`config.mk`:
```
export PLATFORM = sky130hd
export DESIGN_NAME = mem_port_arbiter
export DESIGN_NICKNAME = d
export VERILOG_FILES = /design/src/rtl/mem_port_arbiter_pkg.sv /design/src/rtl/mem_arb_starve_cnt.sv /design/src/rtl/mem_port_arbiter.sv
export SDC_FILE = /design/constraint.sdc
export NUM_CORES = 1
export LEC_CHECK = 0
export ABC_AREA = 1
export CAP_MARGIN = 20
export CORE_ASPECT_RATIO = 0.6
export CORE_MARGIN = 3
export CORE_UTILIZATION = 25
export CTS_BUF_LIST = sky130_fd_sc_hd__clkbuf_2 sky130_fd_sc_hd__clkbuf_4 sky130_fd_sc_hd__clkbuf_8
export DETAILED_ROUTE_END_ITERATION = 10
export GPL_TIMING_DRIVEN = 0
export PLACE_DENSITY_LB_ADDON = 0.15
export RECOVER_POWER = 25
export SETUP_SLACK_MARGIN = 0.1
export SYNTH_ARGS = -nofsm -noshare
export SYNTH_HDL_FRONTEND = slang
export SYNTH_HIERARCHICAL = 1
export SYNTH_SLANG_ARGS = --single-unit
export TNS_END_PERCENT = 5
```
`constraint.sdc`:
```
create_clock -name clk -period 2.1 [get_ports clk]
set_clock_uncertainty 0.1 [all_clocks]
set_input_delay 0.42 -clock clk [delete_from_list [all_inputs] [get_ports clk]]
set_output_delay 0.42 -clock clk [all_outputs]
set_load 0.1 [all_outputs]
```
`src/rtl/mem_port_arbiter_pkg.sv`:
```
// Shared definitions for the memory-port arbiter: state encodings, the default
// starvation bound and the width helper for the starvation counter.
package mem_port_arbiter_pkg;

    localparam int STARVE_LIMIT_DEFAULT = 4;

    localparam logic [1:0] ST_IDLE_ENC     = 2'd0;
    localparam logic [1:0] ST_BUSY_IF_ENC  = 2'd1;
    localparam logic [1:0] ST_BUSY_MEM_ENC = 2'd2;
    localparam logic [1:0] ST_RESP_ENC     = 2'd3;

    typedef enum logic [1:0] {
        ST_IDLE     = ST_IDLE_ENC,
        ST_BUSY_IF  = ST_BUSY_IF_ENC,
        ST_BUSY_MEM = ST_BUSY_MEM_ENC,
        ST_RESP     = ST_RESP_ENC
    } arb_state_e;

    // The counter must be able to hold the limit value itself.
    function automatic int starve_cnt_width(input int limit);
        return $clog2(limit + 1);
    endfunction

endpackage

```
`src/rtl/mem_arb_starve_cnt.sv`:
```
// Saturating count of consecutive data grants made while a fetch is waiting.
// Clear has priority over increment.
module mem_arb_starve_cnt #(
    parameter int STARVE_LIMIT = 4,
    parameter int CNT_W        = $clog2(STARVE_LIMIT + 1)
) (
    input  logic             clk,
    input  logic             rst_n,
    input  logic             inc,
    input  logic             clr,
    output logic [CNT_W-1:0] cnt,
    output logic             sat
);

    localparam logic [CNT_W-1:0] LIMIT_C = CNT_W'(STARVE_LIMIT);

    logic [CNT_W-1:0] cnt_q, cnt_d;

    always_comb begin
        cnt_d = cnt_q;
        if (clr) begin
            cnt_d = '0;
        end else if (inc && (cnt_q != LIMIT_C)) begin
            cnt_d = cnt_q + 1'b1;
        end
    end

    always_ff @(posedge clk or negedge rst_n) begin
        if (!rst_n) begin
            cnt_q <= '0;
        end else begin
            cnt_q <= cnt_d;
        end
    end

    assign cnt = cnt_q;
    assign sat = (cnt_q == LIMIT_C);

endmodule

```
`src/rtl/mem_port_arbiter.sv`:
```
// Shares the single external memory port between instruction fetch and data
// access, one transaction at a time, data first with a starvation bound for fetch.
module mem_port_arbiter
    import mem_port_arbiter_pkg::*;
#(
    parameter int DATA_WIDTH   = 32,
    parameter int ADDR_WIDTH   = 32,
    parameter int STARVE_LIMIT = STARVE_LIMIT_DEFAULT
) (
    input  logic                    clk,
    input  logic                    rst_n,
    input  logic                    if_req,
    input  logic [ADDR_WIDTH-1:0]   if_addr,
    input  logic                    if_cancel,
    output logic                    if_done,
    output logic [DATA_WIDTH-1:0]   if_rdata,
    input  logic                    mem_req,
    input  logic                    mem_we,
    input  logic [ADDR_WIDTH-1:0]   mem_addr,
    input  logic [DATA_WIDTH-1:0]   mem_wdata,
    input  logic [DATA_WIDTH/8-1:0] mem_be,
    output logic                    mem_done,
    output logic [DATA_WIDTH-1:0]   mem_rdata,
    output logic                    ext_req,
    output logic                    ext_we,
    output logic [ADDR_WIDTH-1:0]   ext_addr,
    output logic [DATA_WIDTH-1:0]   ext_wdata,
    output logic [DATA_WIDTH/8-1:0] ext_be,
    input  logic                    ext_ack,
    input  logic [DATA_WIDTH-1:0]   ext_rdata
);

    localparam int BE_W  = DATA_WIDTH / 8;
    localparam int CNT_W = starve_cnt_width(STARVE_LIMIT);

    arb_state_e state_q, state_d;
    logic       drop_q, drop_d;
    logic       ext_req_q, ext_req_d;
    logic       ext_we_q, ext_we_d;
    logic [ADDR_WIDTH-1:0] ext_addr_q, ext_addr_d;
    logic [DATA_WIDTH-1:0] ext_wdata_q, ext_wdata_d;
    logic [BE_W-1:0]       ext_be_q, ext_be_d;
    logic [DATA_WIDTH-1:0] if_rdata_q, if_rdata_d;
    logic [DATA_WIDTH-1:0] mem_rdata_q, mem_rdata_d;
    logic       if_done_q, if_done_d;
    logic       mem_done_q, mem_done_d;

    logic             in_idle;
    logic             fetch_live;
    logic             starved;
    logic             grant_if;
    logic             grant_mem;
    logic             cnt_inc;
    logic             cnt_clr;
    logic [CNT_W-1:0] starve_cnt;

    // A cancelled fetch is invisible to arbitration for that cycle.
    always_comb begin
        in_idle    = (state_q == ST_IDLE);
        fetch_live = if_req & ~if_cancel;
        grant_if   = in_idle & fetch_live & (~mem_req | starved);
        grant_mem  = in_idle & mem_req & ~grant_if;
        cnt_inc    = grant_mem & fetch_live;
        cnt_clr    = in_idle & (grant_if | ~if_req);
    end

    mem_arb_starve_cnt #(
        .STARVE_LIMIT (STARVE_LIMIT),
        .CNT_W        (CNT_W)
    ) u_starve_cnt (
        .clk   (clk),
        .rst_n (rst_n),
        .inc   (cnt_inc),
        .clr   (cnt_clr),
        .cnt   (starve_cnt),
        .sat   (starved)
    );

    always_comb begin
        state_d     = state_q;
        drop_d      = drop_q;
        ext_req_d   = ext_req_q;
        ext_we_d    = ext_we_q;
        ext_addr_d  = ext_addr_q;
        ext_wdata_d = ext_wdata_q;
        ext_be_d    = ext_be_q;
        if_rdata_d  = if_rdata_q;
        mem_rdata_d = mem_rdata_q;
        if_done_d   = 1'b0;
        mem_done_d  = 1'b0;

        case (state_q)
            ST_IDLE: begin
                if (grant_mem) begin
                    state_d     = ST_BUSY_MEM;
                    ext_req_d   = 1'b1;
                    ext_we_d    = mem_we;
                    ext_addr_d  = mem_addr;
                    ext_wdata_d = mem_wdata;
                    ext_be_d    = mem_be;
                end else if (grant_if) begin
                    state_d     = ST_BUSY_IF;
                    ext_req_d   = 1'b1;
                    ext_we_d    = 1'b0;
                    ext_addr_d  = if_addr;
                    ext_wdata_d = '0;
                    ext_be_d    = '1;
                end
            end

            // A cancel seen in the ack cycle still kills the response.
            ST_BUSY_IF: begin
                if (if_cancel) begin
                    drop_d = 1'b1;
                end
                if (ext_ack) begin
                    ext_req_d = 1'b0;
                    drop_d    = 1'b0;
                    if (drop_q || if_cancel) begin
                        state_d = ST_IDLE;
                    end else begin
                        state_d    = ST_RESP;
                        if_rdata_d = ext_rdata;
                        if_done_d  = 1'b1;
                    end
                end
            end

            ST_BUSY_MEM: begin
                if (ext_ack) begin
                    ext_req_d  = 1'b0;
                    state_d    = ST_RESP;
                    mem_done_d = 1'b1;
                    if (!ext_we_q) begin
                        mem_rdata_d = ext_rdata;
                    end
                end
            end

            ST_RESP: begin
                state_d = ST_IDLE;
            end

            default: begin
                state_d = ST_IDLE;
            end
        endcase
    end

    always_ff @(posedge clk or negedge rst_n) begin
        if (!rst_n) begin
            state_q     <= ST_IDLE;
            drop_q      <= 1'b0;
            ext_req_q   <= 1'b0;
            ext_we_q    <= 1'b0;
            ext_addr_q  <= '0;
            ext_wdata_q <= '0;
            ext_be_q    <= '0;
            if_rdata_q  <= '0;
            mem_rdata_q <= '0;
            if_done_q   <= 1'b0;
            mem_done_q  <= 1'b0;
        end else begin
            state_q     <= state_d;
            drop_q      <= drop_d;
            ext_req_q   <= ext_req_d;
            ext_we_q    <= ext_we_d;
            ext_addr_q  <= ext_addr_d;
            ext_wdata_q <= ext_wdata_d;
            ext_be_q    <= ext_be_d;
            if_rdata_q  <= if_rdata_d;
            mem_rdata_q <= mem_rdata_d;
            if_done_q   <= if_done_d;
            mem_done_q  <= mem_done_d;
        end
    end

    assign ext_req   = ext_req_q;
    assign ext_we    = ext_we_q;
    assign ext_addr  = ext_addr_q;
    assign ext_wdata = ext_wdata_q;
    assign ext_be    = ext_be_q;
    assign if_rdata  = if_rdata_q;
    assign mem_rdata = mem_rdata_q;
    assign if_done   = if_done_q;
    assign mem_done  = mem_done_q;

endmodule

```
Word level (Yosys, flattened, before mapping) --
Cells that the tools add are included.
Operators by class: eq/ne operators 9, bitwise gates (word level) 15, muxes and demuxes 27, reductions and logical operators 14, add/sub/neg operators 1
Operator list (number):
- $mux 32 | 4
- $mux 1 | 12
- $reduce_and 3->1 | 4
- $mux 2 | 5
- $mux 4 | 2
- $pmux 2 s4 | 1
- $reduce_bool 2->1 | 4
- $and 1x1->1 | 7
- $mux 3 | 2
- $not 1->1 | 6
- $eq 2x2->1 const B | 2
- $ne 2x2->1 const B | 2
- $reduce_and 2->1 | 2
- $add 3x1->3 const B | 1
- $eq 3x3->1 const B | 1
- $ne 3x1->1 const B | 1
- $ne 3x3->1 const B | 1
- $eq 2x1->1 const B | 1
- $logic_not 2->1 | 1
- $ne 2x1->1 const B | 1
- $or 1x1->1 | 2
- $pmux 1 s2 | 1
- $reduce_or 2->1 | 1
- $logic_and 1x1->1 | 1
- $logic_or 1x1->1 | 1
Word-level totals: register bits after elaboration 142

Logic depth before layout (Yosys ltp) --
word-level depth 10, depth in mapped cells 13, gate-level depth less buffers 12

By module --
The synthesis kept the hierarchy.
By module, submodules not included:
- mem_port_arbiter | cells an instance 628, instances 1, area an instance 5690.5 um^2
- mem_arb_starve_cnt | cells an instance 25, instances 1, area an instance 185.2 um^2

Least setup slack after synthesis --
OpenSTA, ideal clock, no wires.
kind reg-to-reg, from register u_starve_cnt.cnt_q[0] (netlist: u_starve_cnt/cnt[0]), to register u_starve_cnt.cnt_q[0] (netlist: u_starve_cnt/cnt[0]), cell stages (with the launch flop) 14, data arrival time 1603 ps, slack 279 ps, path buffers 2, cell sequence dfrtp_1 > inv_1 > ha_1 > nand2_2 > inv_1 > inv_1 > nand2_1 > nand3_2 > buf_4 > buf_2 > o21ai_0 > inv_1 > nand4_1 > nand2_1
On the way: elaborated cells between the ends (all ways) 14, those cells by class add/sub (1); eq/ne (2); mux (2); bitwise (7); reduce/logical (2)
RTL lines:
- from (decl) | line mem_arb_starve_cnt.sv:17 | logic [CNT_W-1:0] cnt_q, cnt_d;
- from (signal assigned) | line mem_arb_starve_cnt.sv:32 | cnt_q <= cnt_d;
- $eq 3x3->1 (*) | line mem_arb_starve_cnt.sv:37 | assign sat = (cnt_q == LIMIT_C);
- via starved | line mem_port_arbiter.sv:50 | logic starved;
- $or 1x1->1 (*) | line mem_port_arbiter.sv:61 | grant_if = in_idle & fetch_live & (~mem_req | starved);
- $and 1x1->1 (*) | line mem_port_arbiter.sv:61
- $or 1x1->1 (*) | line mem_port_arbiter.sv:64 | cnt_clr = in_idle & (grant_if | ~if_req);
- $and 1x1->1 (*) | line mem_port_arbiter.sv:64
- via cnt_clr | line mem_port_arbiter.sv:54 | logic cnt_clr;
- $mux 3 / $reduce_bool 2->1 (equally long branches)
Mark *: on every way through the listed nets, which the timed path passes. The rest lies on a longest branch. The select of a mux whose other input is x is not followed. A chain may end at the register's enable or synchronous reset.

Worst setup path after layout --
from register ext_addr_q[31] (netlist: ext_addr[31]), to output port ext_addr[31]
RTL lines:
- from (decl) | line mem_port_arbiter.sv:40 | logic [ADDR_WIDTH-1:0] ext_addr_q, ext_addr_d;
- from (signal assigned) | line mem_port_arbiter.sv:168 | ext_addr_q <= ext_addr_d;
- to (decl) | line mem_port_arbiter.sv:26 | output logic [ADDR_WIDTH-1:0] ext_addr,
No word-level cell between the ends.

==> results by stage <==
Floorplanning:
- The die covers 25,440 sq um.
- The die extent in y is 124.8 um.
- The total I/O pin count is 275.
- The number of placement rows is 42.
- The width of the chip is 203.9 um.
- The placeable core region is 22,540 sq um.
- For this configuration, the core starts out at a cell density of 0.2606.

CTS:
- The H-tree generated during clock tree synthesis spans 4 levels.
- The buffer type at the clock tree root is sky130_fd_sc_hd__clkbuf_8.
- The CTS buffer count is 17.
- The worst-skew pair later-pin latency is 440 ps.
- The number of sinks driven by the clock tree is 142.
- The buffer levels on the longest clock path is 2.
- The clock-pin slew of the registers on the worst-case setup and hold paths is 90 ps.
- The clock tree from TritonCTS is done.

Logic synthesis:
- The number of synthesis warnings is 6.
- The synthesized design contains 142 register bits.
- Yosys attributes the largest share of cell area to sky130_fd_sc_hd__dfrtp_1, sky130_fd_sc_hd__nand2_1, sky130_fd_sc_hd__o21ai_0, sky130_fd_sc_hd__nor2_1, sky130_fd_sc_hd__inv_1.
- Of the post-synthesis cell area, the dominant cell type holds 0.6048.
- The largest area contributor in the synthesized netlist is sky130_fd_sc_hd__dfrtp_1.
- By count the netlist is led by sky130_fd_sc_hd__nand2_1, sky130_fd_sc_hd__dfrtp_1, sky130_fd_sc_hd__o21ai_0, sky130_fd_sc_hd__nor2_1, sky130_fd_sc_hd__inv_1.
- The number of distinct standard cells referenced by the synthesized netlist is 23.
- Each instance of the synthesized netlist takes up on average 8.998 sq um.
- The count of flip-flops with a built-in enable after synthesis is 0.
- The number of nets in the synthesized netlist is 797.
- The mapped netlist covers 5876 sq um.
- Synthesis produced 653 cells.
- Of the synthesized area, sequential elements account for 0.6048.
- In the post-synthesis netlist, the cell with the most instances is sky130_fd_sc_hd__nand2_1.
- The most used flip-flop cell after synthesis is sky130_fd_sc_hd__dfrtp_1.
- The fraction of registers with async set/reset is 1.000.

Global routing:
- Entering global routing, the biggest net connects 53 pins.
- The overall fraction of global-route tracks in use is 0.1655.
- The via count of the first global-routing pass was 5,626.
- The total congestion overflow after global routing is 0.
- The number of antenna violations at the first check in global routing was 0.
- The wire length of the first global-routing pass is 32,910 um.

Setup path:
- The largest single stage delay on the critical path is 570 ps.
- The maximum fanout count along the critical path is 2.
- The slowest stage of the critical path belongs to the cell sky130_fd_sc_hd__clkdlybuf4s15_2.
- Among cell families on the critical path, the largest total delay comes from buffers and inverters.
- Traced cell by cell, the critical path runs through clkdlybuf4s15_2.
- The required time reported for the critical path endpoint is 1580 ps.
- Counting both buffers and inverters, the worst setup path holds a total of 1.
- The critical path is of the reg -> out type.
- The data arrival time at the worst-slack endpoint is 1400 ps.
- The sort of element at the start of the critical path is a flip-flop.
- The category of the worst setup path capture point is an output port.

Place:
- In this run the cell area measured after placement is 9060 sq um.
- At the end of routability-driven placement, the weighted congestion stood at 0.7570.
- The wire-length estimate of the detail-placed layout is 15,360 um.
- Input and output buffers added on the ports amount to 274.

Detailed routing:
- The vias after detailed routing is 5,374.
- In the final routed layout, each cell accounts on average for 16.16 um.
- The starting DRC count in detailed routing is 201.
- The average via count per standard cell is 4.218.
- The first detailed-routing pass ran for 4 iterations.
- After detailed routing, the number of remaining DRC violations is 0.
- In this run the remaining antenna-violating nets after routing total 0.
- The detailed-route wire length is 20,590 um.

Hold path:
- The worst hold path belongs to the class in -> async.

STA:
- Subtracting the final worst setup slack from the clock period gives 1918 ps.
- Setup repair after global routing could not meet its margin everywhere.
- The number of slew-limit violations in the final report came to 0.
- The achievable frequency is 0.5214 GHz.
- In the finished design, the share of the clock period the worst path needs comes to 0.9134.
- The number of endpoints with negative hold slack in the final report was 0.
- The normalized max-slew margin is 0.6133.
- Across all hold checks on the routed design, the worst slack comes to 376.3 ps.
- The final setup violation count is 0.
- For the pin with the worst max-slew slack, the measured transition is 582.8 ps.

Layout:
- The diode insertion count for antenna repair is 0.
- From synthesis to final layout, the design area changed by 66.42%.
- The final non-filler cell area is 9778 sq um.
- The share of cells above drive strength 1 is 0.2257.
- The net count of the finished layout is 1,097.

Run status:
- The run finished with clean final reports.

Run:
- The tool flagged a number of max-cap violations equal to 0.
-- path summary, 6_finish.rpt --
kind                                           start                         to  slack (ps)  depth (start not counted)
setup / recovery            ext_addr[31]$_DFFE_PN0P_               ext_addr[31]         180                          1
hold / removal                                 rst_n  ext_wdata[24]$_DFFE_PN0P_         380                          2
setup reg to reg              state_q[1]$_DFFE_PN0P_   if_rdata[14]$_DFFE_PN0P_         220                          6
hold reg to reg            ext_wdata[17]$_DFFE_PN0P_  ext_wdata[17]$_DFFE_PN0P_         390                          2
max in group asynchronous                      rst_n   ext_addr[26]$_DFFE_PN0P_         410                          4
min in group clk           ext_wdata[17]$_DFFE_PN0P_  ext_wdata[17]$_DFFE_PN0P_         390                          2
-- layer usage --
metal / vias up / track usage / wire length [um]
li1: 2688 / - / -
met1: 2540 / 0.2427 / 10410
met2: 126 / 0.2342 / 8647
met3: 20 / 0.05249 / 1274
met4: 0 / 0.04367 / 262
met5: - / 0 / 0
-- cells by family (layout without fill, tap and decap cells) --
logic type / after synthesis / count (layout) / synth area share
AOI/OAI and AO/OA: 135 / 135 / 0.1171
buffers and inverters: 90 / 403 / 0.07517
adders and majority gates: 5 / 5 / 0.01065
and+or+nand+nor: 281 / 281 / 0.1923
DFF: 142 / 142 / 0.6048
-- flip-flops by register name, indices dropped and copies added, names as in the netlist --
signal	cells
ext_addr	32
ext_wdata	32
if_rdata	32
mem_rdata	32
ext_be	4
u_starve_cnt/cnt	3
state_q	2
drop_q	1
ext_req	1
ext_we	1
if_done	1
mem_done	1
-- cell usage in the layout, fill, tap and decap left out, drive strengths merged --
cell / count
o21bai: 1
dlygate4sd3: 1
nand3: 38
o21ai: 100
clkinv: 3
inv: 56
buf: 38
or2: 1
clkdlybuf4s15: 129
a21o: 1
nand2: 186
clkbuf: 27
a21oi: 33
bufinv: 6
dfrtp: 142
clkinvlp: 1
clkdlybuf4s18: 5
clkdlybuf4s50: 137
ha: 5
nand4: 2
nor2: 54
-- metrics by stage --
step	setup WS, ps	setup TNS, ps	utilization	cells
after floorplan	279.3	0	-	653
after global placement	-5788	-821790	0.3994	1235
after detailed placement	-229.7	-3465	0.4019	1237
after CTS	-147.0	-147.0	0.4322	1270
after global routing	11.63	0	0.4337	1274
final	181.9	0	0.4337	1274
-- cell type report --
class / instances / area [sq um]
timing repair buffer: 281 / 2987
multi-input combinational: 421 / 1903
sequential: 142 / 3553
clock buffer: 19 / 255.2
inverter: 53 / 198.9
tap: 308 / 385.4
fill: 2225 / 12770
buffer: 37 / 262.8
clock inverter: 13 / 232.7
-- repair_timing --
item                                    CTS  global route
endpoints found under the setup margin  139            44
resized for setup                       412            16
pin swaps                                 1             2
cloned                                    0             0
setup buffers                             0             4
hold buffers                              1             0
endpoints found under the hold margin    49             0
Power is not shown: default switching activity piles up to over one toggle a cycle in this logic, so the estimate is an artifact.
